$ cat src/rtl/uart_tx_formatter.sv
// uart_tx_formatter: turns a byte packet stream into one ASCII hex text line
// per packet ("3A F0:5\r\n"), with valid/ready handshakes on both sides.
// The character register is loaded together with each state change, so
// uart_tx_valid/uart_tx_byte are fully registered and hold steady on stalls.
module uart_tx_formatter #(
   parameter bit UPPERCASE = 1'b1,
   parameter bit SPACE_SEP = 1'b1,
   parameter bit CRLF      = 1'b1
) (
   input  logic       clk,
   input  logic       rst,
   input  logic       tvalid,
   output logic       tready,
   input  logic [7:0] tdata,
   input  logic [3:0] tdatab,
   input  logic       tlast,
   output logic       uart_tx_valid,
   input  logic       uart_tx_ready,
   output logic [7:0] uart_tx_byte,
   output logic       busy
);

   typedef enum logic [2:0] {
      ST_IDLE,
      ST_HEXH,
      ST_HEXL,
      ST_SEP,
      ST_COLON,
      ST_BITS,
      ST_CR,
      ST_LF
   } state_t;

   // First state/character of the line terminator ("\r\n" or just "\n").
   localparam state_t     TERM_STATE = CRLF ? ST_CR : ST_LF;
   localparam logic [7:0] TERM_CHAR  = CRLF ? 8'h0D : 8'h0A;
   localparam int         ALPHA_BASE = UPPERCASE ? 'h41 : 'h61;

   state_t     state_reg;
   logic [7:0] data_reg;
   logic       last_reg;
   logic [3:0] datab_reg;
   logic       tx_valid_reg;
   logic [7:0] tx_byte_reg;

   // Nibble-to-ASCII table, fixed at elaboration by the letter case choice.
   logic [7:0] hex_lut [16];

   genvar gi;
   generate
      for (gi = 0; gi < 16; gi++) begin : g_hex
         if (gi < 10) begin : g_digit
            assign hex_lut[gi] = 8'(48 + gi);
         end else begin : g_alpha
            assign hex_lut[gi] = 8'(ALPHA_BASE + gi - 10);
         end
      end
   endgenerate

   // A partial last byte (1..7 valid bits) gets the ":d" suffix; 0 and 8..15 mean full.
   logic has_suffix;
   assign has_suffix = ~datab_reg[3] & (datab_reg[2:0] != 3'd0);

   assign tready        = (state_reg == ST_IDLE) & ~rst;
   assign busy          = (state_reg != ST_IDLE);
   assign uart_tx_valid = tx_valid_reg;
   assign uart_tx_byte  = tx_byte_reg;

   // Line FSM: takes a byte in IDLE, then steps one character per output transfer.
   always_ff @(posedge clk) begin
      if (rst) begin
         state_reg    <= ST_IDLE;
         data_reg     <= 8'h00;
         last_reg     <= 1'b0;
         datab_reg    <= 4'h0;
         tx_valid_reg <= 1'b0;
         tx_byte_reg  <= 8'h00;
      end else begin
         unique case (state_reg)
            ST_IDLE: begin
               if (tvalid) begin
                  data_reg     <= tdata;
                  last_reg     <= tlast;
                  datab_reg    <= tdatab;
                  state_reg    <= ST_HEXH;
                  tx_valid_reg <= 1'b1;
                  tx_byte_reg  <= hex_lut[tdata[7:4]];
               end
            end
            ST_HEXH: begin
               if (uart_tx_ready) begin
                  state_reg   <= ST_HEXL;
                  tx_byte_reg <= hex_lut[data_reg[3:0]];
               end
            end
            ST_HEXL: begin
               if (uart_tx_ready) begin
                  if (!last_reg) begin
                     if (SPACE_SEP) begin
                        state_reg   <= ST_SEP;
                        tx_byte_reg <= 8'h20;
                     end else begin
                        state_reg    <= ST_IDLE;
                        tx_valid_reg <= 1'b0;
                     end
                  end else if (has_suffix) begin
                     state_reg   <= ST_COLON;
                     tx_byte_reg <= 8'h3A;
                  end else begin
                     state_reg   <= TERM_STATE;
                     tx_byte_reg <= TERM_CHAR;
                  end
               end
            end
            ST_SEP: begin
               if (uart_tx_ready) begin
                  state_reg    <= ST_IDLE;
                  tx_valid_reg <= 1'b0;
               end
            end
            ST_COLON: begin
               if (uart_tx_ready) begin
                  state_reg   <= ST_BITS;
                  tx_byte_reg <= {5'b00110, datab_reg[2:0]};
               end
            end
            ST_BITS: begin
               if (uart_tx_ready) begin
                  state_reg   <= TERM_STATE;
                  tx_byte_reg <= TERM_CHAR;
               end
            end
            ST_CR: begin
               if (uart_tx_ready) begin
                  state_reg   <= ST_LF;
                  tx_byte_reg <= 8'h0A;
               end
            end
            ST_LF: begin
               if (uart_tx_ready) begin
                  state_reg    <= ST_IDLE;
                  tx_valid_reg <= 1'b0;
               end
            end
            default: begin
               state_reg    <= ST_IDLE;
               tx_valid_reg <= 1'b0;
            end
         endcase
      end
   end

endmodule

$ cat config.mk
export PLATFORM = sky130hd
export DESIGN_NAME = uart_tx_formatter
export DESIGN_NICKNAME = d
export VERILOG_FILES = /design/src/rtl/uart_tx_formatter.sv
export SDC_FILE = /design/constraint.sdc
export NUM_CORES = 1
export LEC_CHECK = 0
export BUFFER_PORTS_ARGS = -buffer_cell sky130_fd_sc_hd__clkbuf_2
export CAP_MARGIN = 30
export CORE_ASPECT_RATIO = 1.4
export CORE_MARGIN = 2
export CORE_UTILIZATION = 57
export DETAILED_ROUTE_END_ITERATION = 10
export HOLD_SLACK_MARGIN = 0.06
export PLACE_DENSITY = 0.82
export SYNTH_ARGS = -nofsm -noshare
export SYNTH_HDL_FRONTEND = slang
export SYNTH_SLANG_ARGS = --single-unit
$ cat constraint.sdc
create_clock -name clk -period 2.9 [get_ports clk]
set_input_delay 0.58 -clock clk [delete_from_list [all_inputs] [get_ports clk]]
set_output_delay 0.58 -clock clk [all_outputs]
set_load 0.05 [all_outputs]
* After elaboration in Yosys (flattened, before gate mapping)
Memories as Yosys holds them, arrays and structs flattened.
Index checks and enable logic that the tools add are counted.
** Word-level totals
- Logic and storage cells :: 66
- Flip-flop bits (word level) :: 21
- Bits in read-only memories :: 256
- Memories kept :: 2
- Input bits :: 17
** Memories
- (name not given) :: depth 16, width 8, read ports 1, clocked after memory_dff 0, write ports 0, RTL line 93 : tx_byte_reg <= hex_lut[data_reg[3:0]];
- (name not given) :: depth 16, width 8, read ports 1, clocked after memory_dff 0, write ports 0, RTL line 87 : tx_byte_reg <= hex_lut[tdata[7:4]];
** Cells by class
- Reduce and logical (&&, ||, !) cells :: 10
- Equal/unequal tests :: 14
- Multiplexer cells :: 26
- Order comparisons :: 2
- Bitwise operators :: 6
** Operator list (count)
- 2-to-1 mux 8 bit :: 10
- one-hot mux 8 bit (6 select lines) :: 1
- 2-to-1 mux 3 bit :: 8
- one-hot mux 3 bit (7 select lines) :: 1
- AND reduction 7 bit :: 2
- == test 3 bit, second input constant :: 4
- 2-to-1 mux 6 bit :: 2
- != test 2 bit, second input constant :: 6
- >= comparator 5 bit, second input constant :: 2
- NOT 4 -> 5 bit :: 2
- == test 3 x 2 -> 1 bit, second input constant :: 2
- nonzero test 3 bit :: 2
- nonzero test 6 bit :: 1
- == test 3 x 1 -> 1 bit, second input constant :: 1
- logical NOT 3 bit :: 1
- AND reduction 3 bit :: 1
- AND 1 bit :: 2
- 2-to-1 mux 1 bit :: 2
- 2-to-1 mux 2 bit :: 1
- != test 2 x 1 -> 1 bit, second input constant :: 1
- NOT 1 bit :: 2
- one-hot mux 1 bit (2 select lines) :: 1
- AND reduction 2 bit :: 1
- nonzero test 2 bit :: 1
- OR reduction 2 bit :: 1

* Depth between registers and ports, before layout
Gate-level depths: netlist of the first run.
- Depth after elaboration :: 6
- Depth in mapped cells :: 7
- Gate-level depth less buffers :: 6

* Worst setup path after synthesis of the first run
Ideal clock, no wire load.
- Kind :: input -> output
- Start :: input port rst
- End :: output port tready
- Arrival time :: 1.610 ns
- Required time :: 2.320 ns
- Buffers on the path :: 2
- Setup slack :: 0.710 ns
- Stages :: 3
- Path through :: clkbuf_1 clkbuf_1 nor2_1
** On the way
- Longest elaborated chain between the ends :: 2
** Ends and longest elaborated chain
- start, declared :: RTL line 11 : input logic rst,
- NOT 1 bit :: RTL line 64 : assign tready = (state_reg == ST_IDLE) & ~rst;
- AND 1 bit :: RTL line 64
- end, declared :: RTL line 13 : output logic tready,
Every way passes these cells.

* Worst setup path after layout of the first run
- Start :: register state_reg[0]
- End :: output port tready
** On the way
- Longest elaborated chain between the ends :: 2
** Ends and longest elaborated chain
- start, declared :: RTL line 39 : state_t state_reg;
- start signal, assigned :: RTL line 72 : state_reg <= ST_IDLE;
- start signal, assigned :: RTL line 85 : state_reg <= ST_HEXH;
- start signal, assigned :: RTL line 92 : state_reg <= ST_HEXL;
- logical NOT 3 bit :: RTL line 64
- AND 1 bit :: RTL line 64
Every way passes these cells.

==> flow_metrics.py, run 1 <==
metrics = {
    "clocking": {
        "cts-resized-gates": 0,
        "clk_latency_ns": 0.31,
        "numCtsBuffers": 3,
        "clk_pin_slew_ns": 0.11,
        "cts_hold_buf": 0,
        "clockBufferDepth": 2,
        "cts_tree": "yes",
        "h-tree-depth": 1,
        "clockRootBuffer": "clkbuf_4",
        "post_cts_buffers": 0,
        "cts_sinks": 20,
    },
    "power_and_ir_drop": {
        "p_leak_uw": 0.000566,
        "power_density_nw_per_um2": 549,
        "peakVddDrop_v": 0.000330,
        "total_power_uw": 746,
    },
    "routing": {
        "routed_via_density": 6.14,
        "drt_wl_total_mm": 2.85,
        "drtIter0Drc": 53,
        "vias": 1234,
        "first_pass_iters": 5,
        "wire_per_inst_um": 14.2,
        "drc": 0,
        "postRouteAntennaNets": 0,
    },
    "floorplanning": {
        "rows": 20,
        "io_pins": 28,
        "initial_core_util_pct": 58.2,
        "dieArea_sq_um": 2570,
        "coreArea_sq_um": 2130,
        "die_h_um": 59.2,
        "die_width_um": 43.4,
    },
    "place": {
        "io_buffers": 26,
        "place_area_sq_um": 1320,
        "dp.cells": 197,
        "dpl.hpwl_mm": 2.16,
        "gp_congestion": 0.907,
    },
    "final_layout": {
        "stdcell_count": 201,
        "largest_reg_flops": 7,
        "nFillCells": 196,
        "fin_nets": 201,
        "area.growth.synth_to_final_pct": 9.80,
        "final_area_sq_um": 1360,
        "final_core_util_pct": 63.9,
        "antenna_cells": 0,
        "drive_gt1_share_pct": 20.7,
    },
    "timing": {
        "period_share_pct": 75.5,
        "fmax_ghz": 0.456,
        "relSlewSlack_pct": 57.2,
        "finalHoldViolCount": 0,
        "final.setup.tns_ns": 0,
        "skew_ns": 0.00124,
        "rsz0062_at_grt": "false",
        "drv_slew": 0,
        "final-setup-viol-count": 0,
        "final.min_clock_period_ns": 2.19,
        "tightest_slew_ns": 0.642,
    },
    "synth": {
        "ys_types": 43,
        "yosys.area.top_type": "dfxtp_1",
        "ys_warn_count": 0,
        "synthTopCellsByArea": "dfxtp_1 32%, nand2_1 7.9%, a21oi_1 7.3%",
        "synth_area_sq_um": 1240,
        "synth_edf_count": 0,
        "syn_inst": 161,
        "syn_nets": 182,
        "ys_seq_area_share_pct": 32.3,
        "netlist_top_cells_count": "26 x nand2_1, 20 x dfxtp_1, 18 x a21oi_1",
        "synthArstFlopShare_pct": 0,
        "synth.avg_cell_area_sq_um": 7.69,
        "yosysMostFrequentCell": "nand2_1",
        "synth_flop_cell": "dfxtp_1",
        "ys_ff_latch": 20,
        "synth.top_cell.area_share_pct": 32.3,
    },
    "grt": {
        "grt_pass1_vias": 1121,
        "grt.overflow.total": 0,
        "grt_pass1_wl_mm": 4.77,
        "antenna_found_initial": 0,
        "grt_usage_pct": 24.9,
        "grt_max_degree": 19,
    },
    "worst_setup_path": {
        "start_kind": "flip-flop",
        "crit_arrival_ns": 1.61,
        "crit_type": "reg2out",
        "worstPathRequired_ns": 2.32,
        "crit_path_max_fanout": 18,
        "crit_path_end_kind": "output port",
    },
    "run_status": {
        "outcome": "complete, no violations",
    },
    "run": {
        "cap_violations": 0,
    },
    "hold_path": {
        "worstHoldPathType": "reg2reg",
    },
}
==> cell usage in the layout (no fill, tap or decap), types with 4 or more instances in the layout <==
cell	instances
nand2b_1	5
nand2_1	26
dfxtp_1	20
inv_1	11
a21oi_1	18
nor3_1	4
o21ai_0	6
ha_1	4
nor2_1	11
a311oi_1	4
clkbuf_2	26
==> logic make-up (layout without fill, tap and decap cells) <==
logic type | Yosys count | after routing | synth area share (%)
AO/OA/AOI/OAI | 55 | 55 | 32.1
adder cells (fa/ha/maj) | 4 | 4 | 4.04
buffers and inverters | 24 | 42 | 9.49
flip-flops | 20 | 20 | 32.3
other | 1 | 1 | 0.303
AND/OR/NAND/NOR | 57 | 57 | 21.7
==> report_power, final <==
group,internal (uW),switching [uW]
registers,302,32.0
clock network,76.8,89.9
logic,77.8,167
total,457,289
==> cell type report <==
type,count,area [sq um],share of cell area (%)
Tap cell,22,27.5,2.02
Multi-Input combinational cell,117,721,53.0
Timing Repair Buffer,26,130,9.57
Inverter,12,45.0,3.31
Sequential cell,20,400,29.4
Clock buffer,4,36.3,2.67
==> metal layers <==
layer,global-route usage [%],routed length (um),share of wire [%],up-vias
met5,0,0,0,-
met4,12.6,44,1.5,0
met3,3.96,167,5.9,6
met2,43.5,1510,53,54
met1,28.8,1130,40,569
li1,-,-,-,605
==> path summary, 6_finish.rpt <==
check / startpoint / endpoint / slack, ns / depth (start not counted)
worst max-delay path: state_reg[0] / tready / 0.71 / 4
worst min-delay path: uart_tx_valid / uart_tx_valid / 0.48 / 2
worst max register to register: state_reg[0] / uart_tx_byte[1] / 1.03 / 4
worst min register to register: uart_tx_valid / uart_tx_valid / 0.48 / 2
==> critical path: stages, from the launching register on <==
cell and delay, ns:
dfxtp_1 0.53, nor3_4 0.30, inv_2 0.09, nor2_1 0.10
clkbuf_2 0.28
==> stage by stage <==
step           setup slack (ns)  hold WS [ns]
2_1_floorplan             0.710         0.449
3_3_place_gp               1.07         0.447
3_5_place_dp               1.01         0.455
4_1_cts                   0.725         0.474
5_1_grt                   0.582         0.472
6_report                  0.709         0.477
(Power assumes the default switching activity.)
==> run 2, diff against run 1 <==
--- a/config.mk
+++ b/config.mk
@@ -9,10 +9,10 @@
 export CAP_MARGIN = 30
 export CORE_ASPECT_RATIO = 1.4
 export CORE_MARGIN = 2
-export CORE_UTILIZATION = 57
+export CORE_UTILIZATION = 48
 export DETAILED_ROUTE_END_ITERATION = 10
 export HOLD_SLACK_MARGIN = 0.06
-export PLACE_DENSITY = 0.82
+export PLACE_DENSITY = 0.73
 export SYNTH_ARGS = -nofsm -noshare
 export SYNTH_HDL_FRONTEND = slang
 export SYNTH_SLANG_ARGS = --single-unit
==> constraint.sdc (replaced) <==
create_clock -name clk -period 1.9 [get_ports clk]
set_input_delay 0.38 -clock clk [delete_from_list [all_inputs] [get_ports clk]]
set_output_delay 0.38 -clock clk [all_outputs]
set_load 0.05 [all_outputs]
==> flow_metrics.py, run 2 (synthesis gave the netlist of run 1 again) <==
metrics = {
    "clocking": {
        "numCtsBuffers": 3,
        "cts_sinks": 20,
        "h-tree-depth": 1,
        "clockRootBuffer": "clkbuf_4",
        "clk_latency_ns": 0.30,
        "clockBufferDepth": 2,
        "cts_hold_buf": 0,
        "cts_tree": "yes",
        "clk_pin_slew_ns": 0.12,
    },
    "place": {
        "dpl.hpwl_mm": 2.27,
        "gp_congestion": 0.884,
        "dp.cells": 213,
        "io_buffers": 26,
    },
    "final_layout": {
        "stdcell_count": 217,
        "antenna_cells": 0,
        "largest_reg_flops": 7,
        "final_cell_mix": "26 x nand2_1, 25 x clkbuf_2, 18 x a21oi_1, 17 x dfxtp_1",
        "final-seq-area_sq_um": 404,
        "nFillCells": 248,
        "multiInputGateArea_sq_um": 721,
        "fin_nets": 205,
        "drive_gt1_share_pct": 24.0,
        "area.growth.synth_to_final_pct": 13.9,
        "layout_commonest_cell": "nand2_1",
    },
    "floorplanning": {
        "initial_core_util_pct": 51.2,
        "rows": 21,
        "die_width_um": 46.9,
        "die_h_um": 64.1,
        "io_pins": 28,
        "dieArea_sq_um": 3010,
        "coreArea_sq_um": 2420,
    },
    "power_and_ir_drop": {
        "power_density_nw_per_um2": 814,
        "sw_frac_of_total_pct": 38.2,
        "combPwrFrac_pct": 33.6,
        "p_switching_uw": 439,
        "p_leak_uw": 0.000587,
        "seq_power_share_pct": 44.4,
        "internal-power_uw": 710,
        "peakVddDrop_v": 0.000564,
        "p_clk_share_pct": 22.0,
    },
    "grt": {
        "grt_usage_pct": 21.9,
        "grt_max_degree": 18,
        "grt_pass1_wl_mm": 4.96,
        "grt_pass1_vias": 1229,
        "grt.overflow.total": 0,
        "antenna_found_initial": 0,
    },
    "timing": {
        "final.min_clock_period_ns": 1.77,
        "finalHoldViolCount": 0,
        "drv_slew": 0,
        "final.setup.tns_ns": 0,
        "rsz0062_at_grt": "false",
        "skew_ns": 0.00599,
        "tightest_slew_ns": 0.526,
        "fmax_ghz": 0.564,
        "final-setup-viol-count": 0,
        "period_share_pct": 93.3,
        "relSlewSlack_pct": 64.6,
    },
    "routing": {
        "drc": 0,
        "first_pass_iters": 4,
        "vias": 1260,
        "drtIter0Drc": 38,
        "postRouteAntennaNets": 0,
        "drt_wl_total_mm": 2.92,
        "wire_per_inst_um": 13.5,
        "routed_via_density": 5.81,
    },
    "worst_setup_path": {
        "cp_slowest_cell": "dfxtp_2",
        "crit_buf_inv": 2,
        "cpPeakStageDelay_ns": 0.42,
        "rrSetupSlack_ns": 0.34,
        "cp_top_family": "flip-flops",
        "crit_type": "reg2out",
        "crit_path_end_kind": "output port",
        "start_kind": "flip-flop",
        "worstPathRequired_ns": 1.52,
        "crit_arrival_ns": 1.39,
        "path_cells": "nor3_4 -> inv_2 -> nor2_1 -> clkbuf_4",
        "crit_path_max_fanout": 15,
    },
    "hold_path": {
        "worstHoldPathType": "in2reg",
    },
    "run": {
        "cap_violations": 0,
    },
    "run_status": {
        "outcome": "complete, no violations",
    },
}
## run 2: cell types whose count changed in the layout (fill, tap and decap cells not counted)
cell / before / now
buf_4: 0 / 4
clkbuf_2: 26 / 25
clkbuf_4: 3 / 4
dfxtp_1: 20 / 17
dfxtp_2: 0 / 3
## run 2: area by class of cell
type                            instances  area share, %
Timing Repair Buffer                   30           11.5
Multi-Input combinational cell        117           51.1
Tap cell                               34           3.01
Inverter                               12           3.19
Clock buffer                            4           2.57
Sequential cell                        20           28.6
## run 2: path summary, 6_finish.rpt
kind,start,endpoint,depth (start not counted)
setup / recovery,state_reg[1],tready,4
hold / removal,tdatab[0],datab_reg[0],3
setup reg to reg,data_reg[1],uart_tx_byte[1],6
hold reg to reg,uart_tx_valid,uart_tx_valid,2
## run 2: stage by stage
| step | utilization [%] | instance area [sq um] | setup slack [ns] | power [uW] | hold slack [ns] |
|---|---|---|---|---|---|
| floorplan | - | 1240 | 0.0562 | 814 | 0.449 |
| global placement | 56.6 | 1370 | 0.324 | 892 | 0.447 |
| detailed placement | 56.6 | 1370 | 0.273 | 902 | 0.450 |
| CTS | 58.3 | 1410 | 0.0475 | 1160 | 0.276 |
| global route | 58.4 | 1410 | 0.0138 | 1220 | 0.278 |
| finish | 58.4 | 1410 | 0.127 | 1150 | 0.280 |
## run 2: per-layer routing
layer  vias up  part of all wire (%)  track usage [%]
met1       586                    42             23.7
met2        49                    51             39.0
met4         0                   1.7             7.29
met5         -                     0                0
met3         6                   5.6             5.37
li1        619                     -                -
## run 2: what timing repair did
item,CTS,global route
resized for setup,2,2
setup endpoints to repair,1,2
pin swaps,0,0
buffers inserted,0,0
## run 2: power by group through the flow
| stage | Clock, uW | Combinational [uW] | Sequential, uW |
|---|---|---|---|
| after global placement | 0 | 377 | 516 |
| final | 253 | 386 | 510 |
| after CTS | 259 | 387 | 510 |
| after global routing | 279 | 425 | 517 |
| after floorplan | 0 | 232 | 581 |
| after detailed placement | 0 | 384 | 518 |
## run 2: worst reg2reg max path, stage by stage, from the launching register on
cell and delay, ns:
dfxtp_1 0.45, inv_1 0.07, ha_1 0.29, and2_1 0.16, o211ai_1 0.18, a21oi_1 0.11
o32ai_2 0.24
